File: src/rtl/prog_run_sequencer.sv
// prog_run_sequencer: clocked FSM that selects the next program, holds the CPU in init, then times the run until Halt (watchdog under PROG_SEQ_TIMEOUT_EN)
module prog_run_sequencer #(
  parameter int NUM_PROGS      = 3,
  parameter int INIT_CYCLES    = 2,
  parameter int CNT_W          = 16,
  parameter int TIMEOUT_CYCLES = 4096
) (
  input  logic                               CLK,
  input  logic                               Reset_n,
  input  logic                               Start,
  input  logic                               Halt,
  output logic [$clog2(NUM_PROGS+1)-1:0]     ProgSel,
  output logic                               CpuInit,
  output logic                               Busy,
  output logic                               Done,
  output logic [CNT_W-1:0]                   CycleCount,
  output logic                               TimedOut
);
  localparam int PSW = $clog2(NUM_PROGS + 1);
  localparam int IW  = (INIT_CYCLES > 1) ? $clog2(INIT_CYCLES) : 1;
`ifdef PROG_SEQ_TIMEOUT_EN
  localparam bit TO_EN = 1'b1;
`else
  localparam bit TO_EN = 1'b0;
`endif
  localparam logic [CNT_W-1:0] TO_LAST   = CNT_W'(TIMEOUT_CYCLES - 1);
  localparam logic [IW-1:0]    INIT_LAST = IW'(INIT_CYCLES - 1);
  localparam logic [PSW-1:0]   PS_LAST   = PSW'(NUM_PROGS);

  typedef enum logic [1:0] {IDLE, INIT, RUN, DONE} state_t;

  state_t           state_q, state_d;
  logic [PSW-1:0]   progsel_q, progsel_d;
  logic [CNT_W-1:0] cnt_q, cnt_d;
  logic [IW-1:0]    icnt_q, icnt_d;
  logic             to_q, to_d;
  logic             cpuinit_q, busy_q, done_q;
  logic             wd;

  // Next state: accept Start only in IDLE/DONE, Halt only in RUN; Halt beats the watchdog
  always_comb begin
    state_d   = state_q;
    progsel_d = progsel_q;
    cnt_d     = cnt_q;
    icnt_d    = icnt_q;
    to_d      = to_q;
    wd        = TO_EN && (cnt_q == TO_LAST) && !Halt;
    case (state_q)
      IDLE, DONE: if (Start) begin
        state_d   = INIT;
        progsel_d = (progsel_q == PS_LAST) ? PSW'(1) : progsel_q + PSW'(1);
        cnt_d     = '0;
        icnt_d    = '0;
        to_d      = 1'b0;
      end
      INIT: begin
        state_d = (icnt_q == INIT_LAST) ? RUN : INIT;
        icnt_d  = (icnt_q == INIT_LAST) ? icnt_q : icnt_q + IW'(1);
      end
      RUN: begin
        cnt_d   = (&cnt_q) ? cnt_q : cnt_q + CNT_W'(1);
        state_d = (Halt || wd) ? DONE : RUN;
        to_d    = !Halt && wd;
      end
      default: state_d = IDLE;
    endcase
  end

  // State and registered outputs, decoded from the next state so they align with it
  always_ff @(posedge CLK) begin
    if (!Reset_n) begin
      state_q   <= IDLE;
      progsel_q <= '0;
      cnt_q     <= '0;
      icnt_q    <= '0;
      to_q      <= 1'b0;
      cpuinit_q <= 1'b1;
      busy_q    <= 1'b0;
      done_q    <= 1'b0;
    end else begin
      state_q   <= state_d;
      progsel_q <= progsel_d;
      cnt_q     <= cnt_d;
      icnt_q    <= icnt_d;
      to_q      <= to_d;
      cpuinit_q <= state_d != RUN;
      busy_q    <= (state_d == INIT) || (state_d == RUN);
      done_q    <= state_d == DONE;
    end
  end

  assign ProgSel    = progsel_q;
  assign CpuInit    = cpuinit_q;
  assign Busy       = busy_q;
  assign Done       = done_q;
  assign CycleCount = cnt_q;
  assign TimedOut   = to_q;
endmodule

File: config.mk
export PLATFORM = sky130hd
export DESIGN_NAME = prog_run_sequencer
export DESIGN_NICKNAME = d
export VERILOG_FILES = /design/src/rtl/prog_run_sequencer.sv
export SDC_FILE = /design/constraint.sdc
export NUM_CORES = 1
export LEC_CHECK = 0
export CORE_ASPECT_RATIO = 0.7
export CORE_UTILIZATION = 45
export DETAILED_ROUTE_END_ITERATION = 8
export DONT_BUFFER_PORTS = 1
export PLACE_DENSITY = 0.72
export SYNTH_ARGS = -nofsm -noshare
export SYNTH_HDL_FRONTEND = slang
export SYNTH_SLANG_ARGS = --single-unit
File: constraint.sdc
create_clock -name CLK -period 1.9 [get_ports CLK]
set_input_delay 0.19 -clock CLK [delete_from_list [all_inputs] [get_ports CLK]]
set_output_delay 0.19 -clock CLK [all_outputs]
set_load 0.05 [all_outputs]
==> impl_metrics.json, run 1 <==
{
  "status": "finished clean",
  "gp_routability_congestion": 0.885,
  "hold_violations": 0,
  "wirelength_um": 3680,
  "synthSimpleGateAreaFrac_pct": 30.1,
  "rsz0062_at_grt": "false",
  "synth-adder-area-share_pct": 5.48,
  "synth.area.mux_share_pct": 1.01,
  "overflow": 0,
  "postPlaceCellArea_um2": 1580,
  "final_layout_size_suffix_gt1_share_pct": 34.4,
  "synthArstFlopShare_pct": 0,
  "firstDrtPassIters": 4,
  "ys_seq_elements": 24,
  "p_seq_share_pct": 50.2,
  "grtUsageTotal_pct": 23.9,
  "first_iter_violations": 105,
  "numCtsBuffers": 3,
  "grt_max_degree": 19,
  "p_sw_share_pct": 28.4,
  "root_buffer": "clkbuf_8",
  "syn_avg_cell_area_um2": 8.25,
  "fin_tns_setup_ps": 0,
  "fmax_mhz": 543,
  "yosysUniqueCellTypes": 38,
  "p_per_area_nw_per_um2": 640,
  "p_leak_nw": 0.608,
  "viasPerCell": 6.06,
  "setup_viol": 0,
  "synthCells": 166,
  "crit_type": "flop to flop",
  "postRouteAntennaNets": 0,
  "die_h_um": 48.1,
  "synth_top_family_by_area": "simple AND/OR/NAND/NOR gates",
  "diodes": 0,
  "critPathMaxFanout": 5,
  "portBuffers": 0,
  "drc": 0,
  "synth-compound-area-share_pct": 21.8,
  "dp.cells": 216,
  "synth_xor_area_share_pct": 0,
  "initial_core_util_pct": 48.2,
  "layout_min_cycle_time_ps": 1840,
  "cts_sinks": 24,
  "die-area_um2": 3270,
  "synth_enable_flop_cells": 0,
  "hold_path.class": "input pin to flop",
  "end_kind": "flop",
  "mostFrequentLayoutCells": "buf_4 (27), nand2_1 (17), dfxtp_2 (14)",
  "crit_arrival_ps": 2050,
  "fin_cells": 222,
  "synth_nets": 176,
  "synthesis.area_um2": 1370,
  "die_w_um": 67.9,
  "final_area_um2": 1680,
  "cts_tree": "done",
  "fin_nets": 197,
  "p_switching_w": 0.000305,
  "maxCapViolations": 0,
  "clock_path_buffers": 2,
  "combinationalPowerShare_pct": 16.0,
  "clock_skew_ps": 2.67,
  "ir_drop_mv": 0.470,
  "clock_power_share_pct": 33.8,
  "clock_latency_ps": 270,
  "critical_path_required_ps": 2110,
  "pin_count": 26,
  "ys_seq_area_share_pct": 35.1,
  "report.final.slew_viol_count": 0,
  "grt_pass1_wl_um": 5680,
  "synth_ff_type": "dfxtp_1",
  "area_growth_pct": 22.5,
  "path_clk_slew_ps": 90,
  "internal-power_w": 0.000768,
  "rows": 16,
  "htreeDepth": 1,
  "vias": 1346,
  "drt-wirelength-per-cell_um": 16.6,
  "period_share_pct": 96.9,
  "antenna_found_initial": 0,
  "core_area_um2": 2840,
  "yosys_warnings": 0,
  "final_common_cell": "buf_4",
  "grt_pass1_vias": 1227,
  "place_hpwl_um": 2610,
  "start_kind": "flop"
}
## registers in the layout, summed over array words and instances, names as in the netlist
name and cells:
Busy 1, CpuInit 1, CycleCount 16, Done 1, ProgSel 2, icnt_q 1, state_q 2
## final timing paths
path	depth (start not counted)	start	end	slack, ps
max	6	state_q[0]$_SDFF_PN0_	CycleCount[11]$_SDFFE_PN0P_	60
min	1	Start	ProgSel[1]$_SDFFE_PN0P_	20
min reg2reg	2	CycleCount[0]$_SDFFE_PN0P_	CycleCount[0]$_SDFFE_PN0P_	510
max reg2reg	6	state_q[0]$_SDFF_PN0_	CycleCount[11]$_SDFFE_PN0P_	60
## metrics by stage
stage | total power [W] | utilization, % | worst slack, ps | hold slack, ps
floorplan | 0.000678 | - | -0.200 | 440
global placement | 0.000704 | 55.5 | 47.5 | 268
detailed placement | 0.000716 | 55.5 | -43.2 | 273
CTS | 0.00107 | 58.4 | 3.85 | 16.7
global route | 0.00111 | 59.0 | 5.07 | 26.4
finish | 0.00107 | 59.0 | 58.3 | 17.5
## cells by family (layout without fill, tap and decap cells)
family | count (synthesis) | after routing
and+or+nand+nor | 73 | 73
buffers and inverters | 19 | 39
adders and majority gates | 6 | 6
muxes | 1 | 1
DFF | 24 | 24
AOI/OAI and AO/OA | 42 | 42
other | 1 | 1
## layer usage
| layer | share of wire, % | GRT usage, % | wire [µm] |
|---|---|---|---|
| met5 | 0 | 0 | 0 |
| met4 | 0.27 | 3.33 | 10 |
| met3 | 6.7 | 7.48 | 245 |
| met2 | 48 | 38.2 | 1780 |
| met1 | 45 | 32.6 | 1640 |
## worst max-delay path: stages, from the launching register on
cell and delay (ps):
dfxtp_2 330, inv_1 60, ha_4 250, mux2i_2 160
or3_4 370, or4_4 490, a21oi_2 120
## power by group through the flow
stage          clock network [W]  registers, W  logic, W
2_1_floorplan                  0      0.000577  0.000101
4_1_cts                 0.000365      0.000539  0.000170
6_report                0.000362      0.000539  0.000172
3_3_place_gp                   0      0.000550  0.000155
3_5_place_dp                   0      0.000550  0.000166
5_1_grt                 0.000381      0.000540  0.000189
## cell type report
cell class              count  area [µm²]
fillers                   257        1170
inverters                   7        26.3
multi-input cells         123         840
repair buffers             28         213
well taps                  36        45.0
clock buffers               4        55.1
flip-flops and latches     24         498
## cells in the mapped netlist, types with 2 or more instances
library cell / n / share of area (%)
nand3_1: 4 / 1.5
o221a_2: 6 / 4.9
and4_1: 3 / 1.9
nor2_1: 7 / 1.9
a311oi_1: 2 / 1.3
or2_2: 3 / 1.4
ha_1: 6 / 5.5
buf_4: 3 / 1.6
nand2b_1: 6 / 2.7
nand2_1: 17 / 4.7
and2_1: 6 / 2.7
or4_1: 5 / 2.7
nor4_1: 3 / 1.4
a211oi_1: 4 / 2.2
a21oi_1: 11 / 4.0
o21ai_0: 6 / 2.2
dfxtp_1: 24 / 35
or3_1: 4 / 1.8
o21a_1: 2 / 1.1
nor3_1: 4 / 1.5
buf_2: 2 / 0.73
clkbuf_1: 7 / 1.9
o22ai_1: 4 / 1.8
o31ai_1: 2 / 1.1
nand4_1: 6 / 2.7
inv_1: 7 / 1.9
## repair_timing
action                     4_1_cts  5_1_grt
setup buffers                    1        0
hold buffers                     1        0
resized for setup                3        4
hold endpoints to repair         1        0
setup endpoints to repair        2        4
pin swaps                        3        3
(Power assumes the default switching activity.)
==> inputs of run 2 (changes only) <==
--- a/constraint.sdc
+++ b/constraint.sdc
@@ -3,2 +3,2 @@
 set_output_delay 0.19 -clock CLK [all_outputs]
-set_load 0.05 [all_outputs]
+set_load 0.005 [all_outputs]
==> run 2 against run 1 <==
  * Sequential share of layout area decreased by 0.077 points
  * Global-route usage grew 0.26 points
  * Clock skew up 3.1 ps
  * Critical path type unchanged
  * Critical path depth unchanged
  * Sequential power decreased by 1%
  * Register-to-register slack about the same
  * Setup slack about the same
==> impl_metrics.json, run 2 (synthesized netlist as in run 1, its figures left out) <==
{
  "grt_max_degree": 19,
  "worst-path-stages": 6,
  "layout_min_cycle_time_ps": 1840,
  "crit_arrival_ps": 2050,
  "htreeDepth": 1,
  "wirelength_um": 3700,
  "initial_core_util_pct": 48.2,
  "fin_tns_setup_ps": 0,
  "clock_path_buffers": 2,
  "portBuffers": 0,
  "critPathMaxStageDelay_ps": 420,
  "core_area_um2": 2840,
  "worst_slack_ps": 58.5,
  "pin_count": 26,
  "setup_viol": 0,
  "diodes": 0,
  "crit_type": "flop to flop",
  "postRouteAntennaNets": 0,
  "postPlaceCellArea_um2": 1530,
  "grt_pass1_wl_um": 5640,
  "dpl_worst_slack_ps": -35.5,
  "cts_sinks": 24,
  "mostFrequentLayoutCells": "dfxtp_1 (22), buf_4 (22), nand2_1 (17)",
  "area_growth_pct": 19.1,
  "root_buffer": "clkbuf_8",
  "fillers": 257,
  "utilization_pct": 57.4,
  "overflow": 0,
  "fin_cells": 217,
  "hold_violations": 0,
  "dr_wl_met3_um": 391,
  "antenna_found_initial": 0,
  "reg2reg_setup_slack_ps": 60,
  "p_leak_nw": 0.575,
  "endpoint": "CycleCount[9]$_SDFFE_PN0P_",
  "r2r_cells": 6,
  "hold_path.class": "input pin to flop",
  "numCtsBuffers": 3,
  "drt-wirelength-per-cell_um": 17.1,
  "final_area_um2": 1630,
  "vias": 1359,
  "grtUsageTotal_pct": 24.2,
  "clock_skew_ps": 5.78,
  "dp.cells": 211,
  "critPathMaxFanout": 5,
  "firstDrtPassIters": 4,
  "p_per_area_nw_per_um2": 630,
  "place_hpwl_um": 2580,
  "rows": 16,
  "grt_pass1_vias": 1261,
  "report.final.slew_viol_count": 0,
  "first_iter_violations": 129,
  "crit_family": "simple AND/OR/NAND/NOR gates",
  "fmax_mhz": 543,
  "die_w_um": 67.9,
  "worstSetupStartpoint": "state_q[0]$_SDFF_PN0_",
  "critical_path_required_ps": 2110,
  "start_kind": "flop",
  "final_layout_size_suffix_gt1_share_pct": 25.4,
  "drc": 0,
  "largest_reg_flops": 16,
  "gp_routability_congestion": 0.890,
  "end_kind": "flop",
  "status": "finished clean",
  "r2r_start": "state_q[0]$_SDFF_PN0_",
  "crit_chain": "inv_1 > ha_4 > mux2i_4 > or3_4 > or4_4 > a21oi_2",
  "die_h_um": 48.1,
  "viasPerCell": 6.26,
  "maxCapViolations": 0,
  "period_share_pct": 96.9,
  "critPathSlowestCell": "or4_4",
  "met1_length_um": 1620,
  "path_clk_slew_ps": 80,
  "clock_latency_ps": 280,
  "reg2reg_to": "CycleCount[9]$_SDFFE_PN0P_",
  "ir_drop_mv": 0.426,
  "fin_nets": 192,
  "die-area_um2": 3270,
  "routed.top_layer": "met4",
  "path_buf_inv": 1,
  "dr_wl_met2_um": 1640,
  "rsz0062_at_grt": "true",
  "cts_tree": "done"
}
## run 2: changes by cell type in the layout (fill, tap and decap cells not counted)
cell	delta
nand2b_2	-1
buf_4	-5
dfxtp_1	+12
dfxtp_2	-12
nand2b_1	+1
mux2i_4	+1
mux2i_2	-1
## run 2: cell type report
cell class	instances	area, µm²	area share, %
clock buffer	4	55.1	3.38
inverter	7	26.3	1.61
multi-input combinational	123	846	51.9
sequential	24	483	29.6
tap	36	45.0	2.76
timing repair buffer	23	175	10.7
## run 2: where the power goes
group / internal, W / switching, W
clock: 0.000186 / 0.000175
sequential: 0.000520 / 0.0000121
combinational: 0.0000609 / 0.0000736
## run 2: timing repair
item / 4_1_cts / 5_1_grt
setup buffers: 0 / 1
resized for setup: 1 / 7
pin swaps: 2 / 6
endpoints found under the hold margin: 1 / 0
hold buffers: 1 / 0
setup endpoints to repair: 2 / 7
## run 2: worst min-delay path by stage
| stage | start | endpoint | slack (ps) | cells after the start |
|---|---|---|---|---|
| after floorplan | Start | ProgSel[0]$_SDFFE_PN0P_ | 440 | 2 |
| after global placement | Reset_n | CpuInit$_SDFF_PN1_ | 270 | 1 |
| after detailed placement | Reset_n | CpuInit$_SDFF_PN1_ | 270 | 1 |
| after CTS | Start | ProgSel[0]$_SDFFE_PN0P_ | 10 | 1 |
| after global routing | Start | ProgSel[0]$_SDFFE_PN0P_ | 3 | 1 |
| final | Start | ProgSel[0]$_SDFFE_PN0P_ | 20 | 1 |
## run 2: stage by stage
stage	hold WS, ps	total power (W)
after floorplan	440	0.000638
after global placement	267	0.000660
after detailed placement	271	0.000665
after CTS	14.4	0.00103
after global routing	3.41	0.00108
final	23.3	0.00103
## run 2: layer usage
layer / up-vias / GRT usage, %
met4: 0 / 8.75
met2: 68 / 36.5
met1: 632 / 30.8
met3: 8 / 10.7
met5: - / 0
li1: 651 / -
==> inputs of run 3 (changes only) <==
Settings changed: GPL_TIMING_DRIVEN from default to 0, PLACE_DENSITY 0.72 to default.
==> run 3 against run 2 <==
  * Design area up 0.92%
  * Highest routed layer unchanged
  * Flip-flop and latch count unchanged
  * Core utilization up 0.53 points
  * Critical path depth unchanged
  * Setup slack worse by 21 ps
  * Register-to-register slack worse by 20 ps
  * First-iteration DRC count down 43%
  * Sequential power about the same
  * Maximum frequency down 1.1%
==> impl_metrics.json, run 3 (synthesized netlist as in run 1, its figures left out) <==
{
  "report.final.slew_viol_count": 0,
  "r2r_start": "state_q[0]$_SDFF_PN0_",
  "r2r_cells": 6,
  "period_share_pct": 98.0,
  "initial_core_util_pct": 48.2,
  "hold_violations": 0,
  "p_leak_nw": 0.577,
  "end_kind": "flop",
  "dp.cells": 202,
  "first_iter_violations": 74,
  "ir_drop_mv": 0.410,
  "htreeDepth": 1,
  "regArea_um2": 488,
  "fin_cells": 216,
  "hold_path.class": "input pin to flop",
  "setup_viol": 0,
  "hold_start": "Start",
  "holdBufCountCts": 0,
  "die_h_um": 48.1,
  "relSlewSlack_pct": 60.2,
  "path_buf_inv": 1,
  "clock_path_buffers": 2,
  "dpl_worst_slack_ps": -173,
  "drt-wirelength-per-cell_um": 17.8,
  "critPathMaxStageDelay_ps": 430,
  "crit_chain": "inv_2 > ha_4 > mux2i_4 > or3_4 > or4_4 > a21oi_2",
  "crit_arrival_ps": 2070,
  "numCtsBuffers": 3,
  "overflow": 0,
  "core_area_um2": 2840,
  "multiInputGateArea_um2": 870,
  "fmax_mhz": 537,
  "final_common_cell": "dfxtp_1",
  "min_path_cells": 2,
  "drc": 0,
  "critPathMaxFanout": 5,
  "clock_latency_ps": 280,
  "grt_pass1_wl_um": 5690,
  "root_buffer": "clkbuf_8",
  "firstDrtPassIters": 4,
  "postRouteAntennaNets": 0,
  "grtUsageTotal_pct": 24.1,
  "worst-path-stages": 6,
  "rows": 16,
  "fin_nets": 191,
  "pin_count": 26,
  "status": "finished clean",
  "reg2reg_setup_slack_ps": 40,
  "die_w_um": 67.9,
  "holdPathEnd": "ProgSel[0]$_SDFFE_PN0P_",
  "mostFrequentLayoutCells": "dfxtp_1 (18), nand2_1 (17), buf_4 (14)",
  "critPathSlowestCell": "or4_4",
  "fin_tns_setup_ps": 0,
  "worst_slack_ps": 37.4,
  "gp_routability_congestion": 0.878,
  "crit_family": "simple AND/OR/NAND/NOR gates",
  "diodes": 0,
  "utilization_pct": 57.9,
  "die-area_um2": 3270,
  "fillers": 249,
  "place_hpwl_um": 2490,
  "layout_min_cycle_time_ps": 1860,
  "crit_type": "flop to flop",
  "vias": 1342,
  "area_growth_pct": 20.2,
  "start_kind": "flop",
  "grt_max_degree": 15,
  "wirelength_um": 3840,
  "grt_pass1_vias": 1167,
  "final_layout_size_suffix_gt1_share_pct": 26.1,
  "critical_path_required_ps": 2110,
  "worst-slew-pin-transition_ps": 598,
  "path_clk_slew_ps": 90,
  "largest_reg_flops": 16,
  "antenna_found_initial": 0,
  "cts_sinks": 24,
  "viasPerCell": 6.21,
  "reg2reg_to": "CycleCount[9]$_SDFFE_PN0P_",
  "cts_tree": "done",
  "portBuffers": 0,
  "p_per_area_nw_per_um2": 694,
  "clock_skew_ps": 4.67,
  "maxCapViolations": 0,
  "total_power_w": 0.00114
}
## run 3: changes by cell type in the layout (fill, tap and decap cells not counted), moves of 2 or more
cell,change
clkbuf_2,+2
buf_4,-8
dfxtp_1,-4
dfxtp_2,+4
clkbuf_1,+5
nor4_4,+2
## run 3: per-layer routing
layer  up-vias  global-route usage [%]  wire length, µm
met1       634                    33.7             1850
met5         -                       0                0
met3         2                    8.18              292
met2        59                    36.3             1680
li1        647                       -                -
met4         0                    4.17               17
## run 3: final cells by class
cell class,count,share of cell area [%]
clock inverter,1,1.83
multi-input combinational,123,52.9
buffer,11,3.57
tap,36,2.74
inverter,7,1.60
sequential,24,29.7
timing repair buffer,11,5.25
clock buffer,3,2.51
## run 3: timing repair
item | in CTS | in global routing
buffers inserted | 5 | 5
gates cloned | 0 | 1
endpoints found under the setup margin | 16 | 19
pin swaps | 4 | 8
resized for setup | 8 | 15
## run 3: worst max-delay path by stage
stage,start,to,slack [ps]
floorplan,state_q[0]$_SDFF_PN0_,CycleCount[11]$_SDFFE_PN0P_,20
global placement,CycleCount[7]$_SDFFE_PN0P_,CycleCount[8]$_SDFFE_PN0P_,-140
detailed placement,CycleCount[7]$_SDFFE_PN0P_,CycleCount[8]$_SDFFE_PN0P_,-170
CTS,CycleCount[0]$_SDFFE_PN0P_,CycleCount[8]$_SDFFE_PN0P_,-10
global route,state_q[0]$_SDFF_PN0_,CycleCount[9]$_SDFFE_PN0P_,-3
finish,state_q[0]$_SDFF_PN0_,CycleCount[9]$_SDFFE_PN0P_,40
## run 3: per-stage QoR
step | instance area, µm² | hold WS [ps]
6_report | 1650 | 193
3_5_place_dp | 1430 | 465
5_1_grt | 1650 | 208
4_1_cts | 1570 | 194
3_3_place_gp | 1430 | 467
2_1_floorplan | 1380 | 440
## run 3: power breakdown
group	leakage (nW)	switching, W	internal [W]
combinational	0.344	0.0000834	0.0000657
sequential	0.197	0.0000121	0.000520
clock	0.0357	0.000179	0.000282
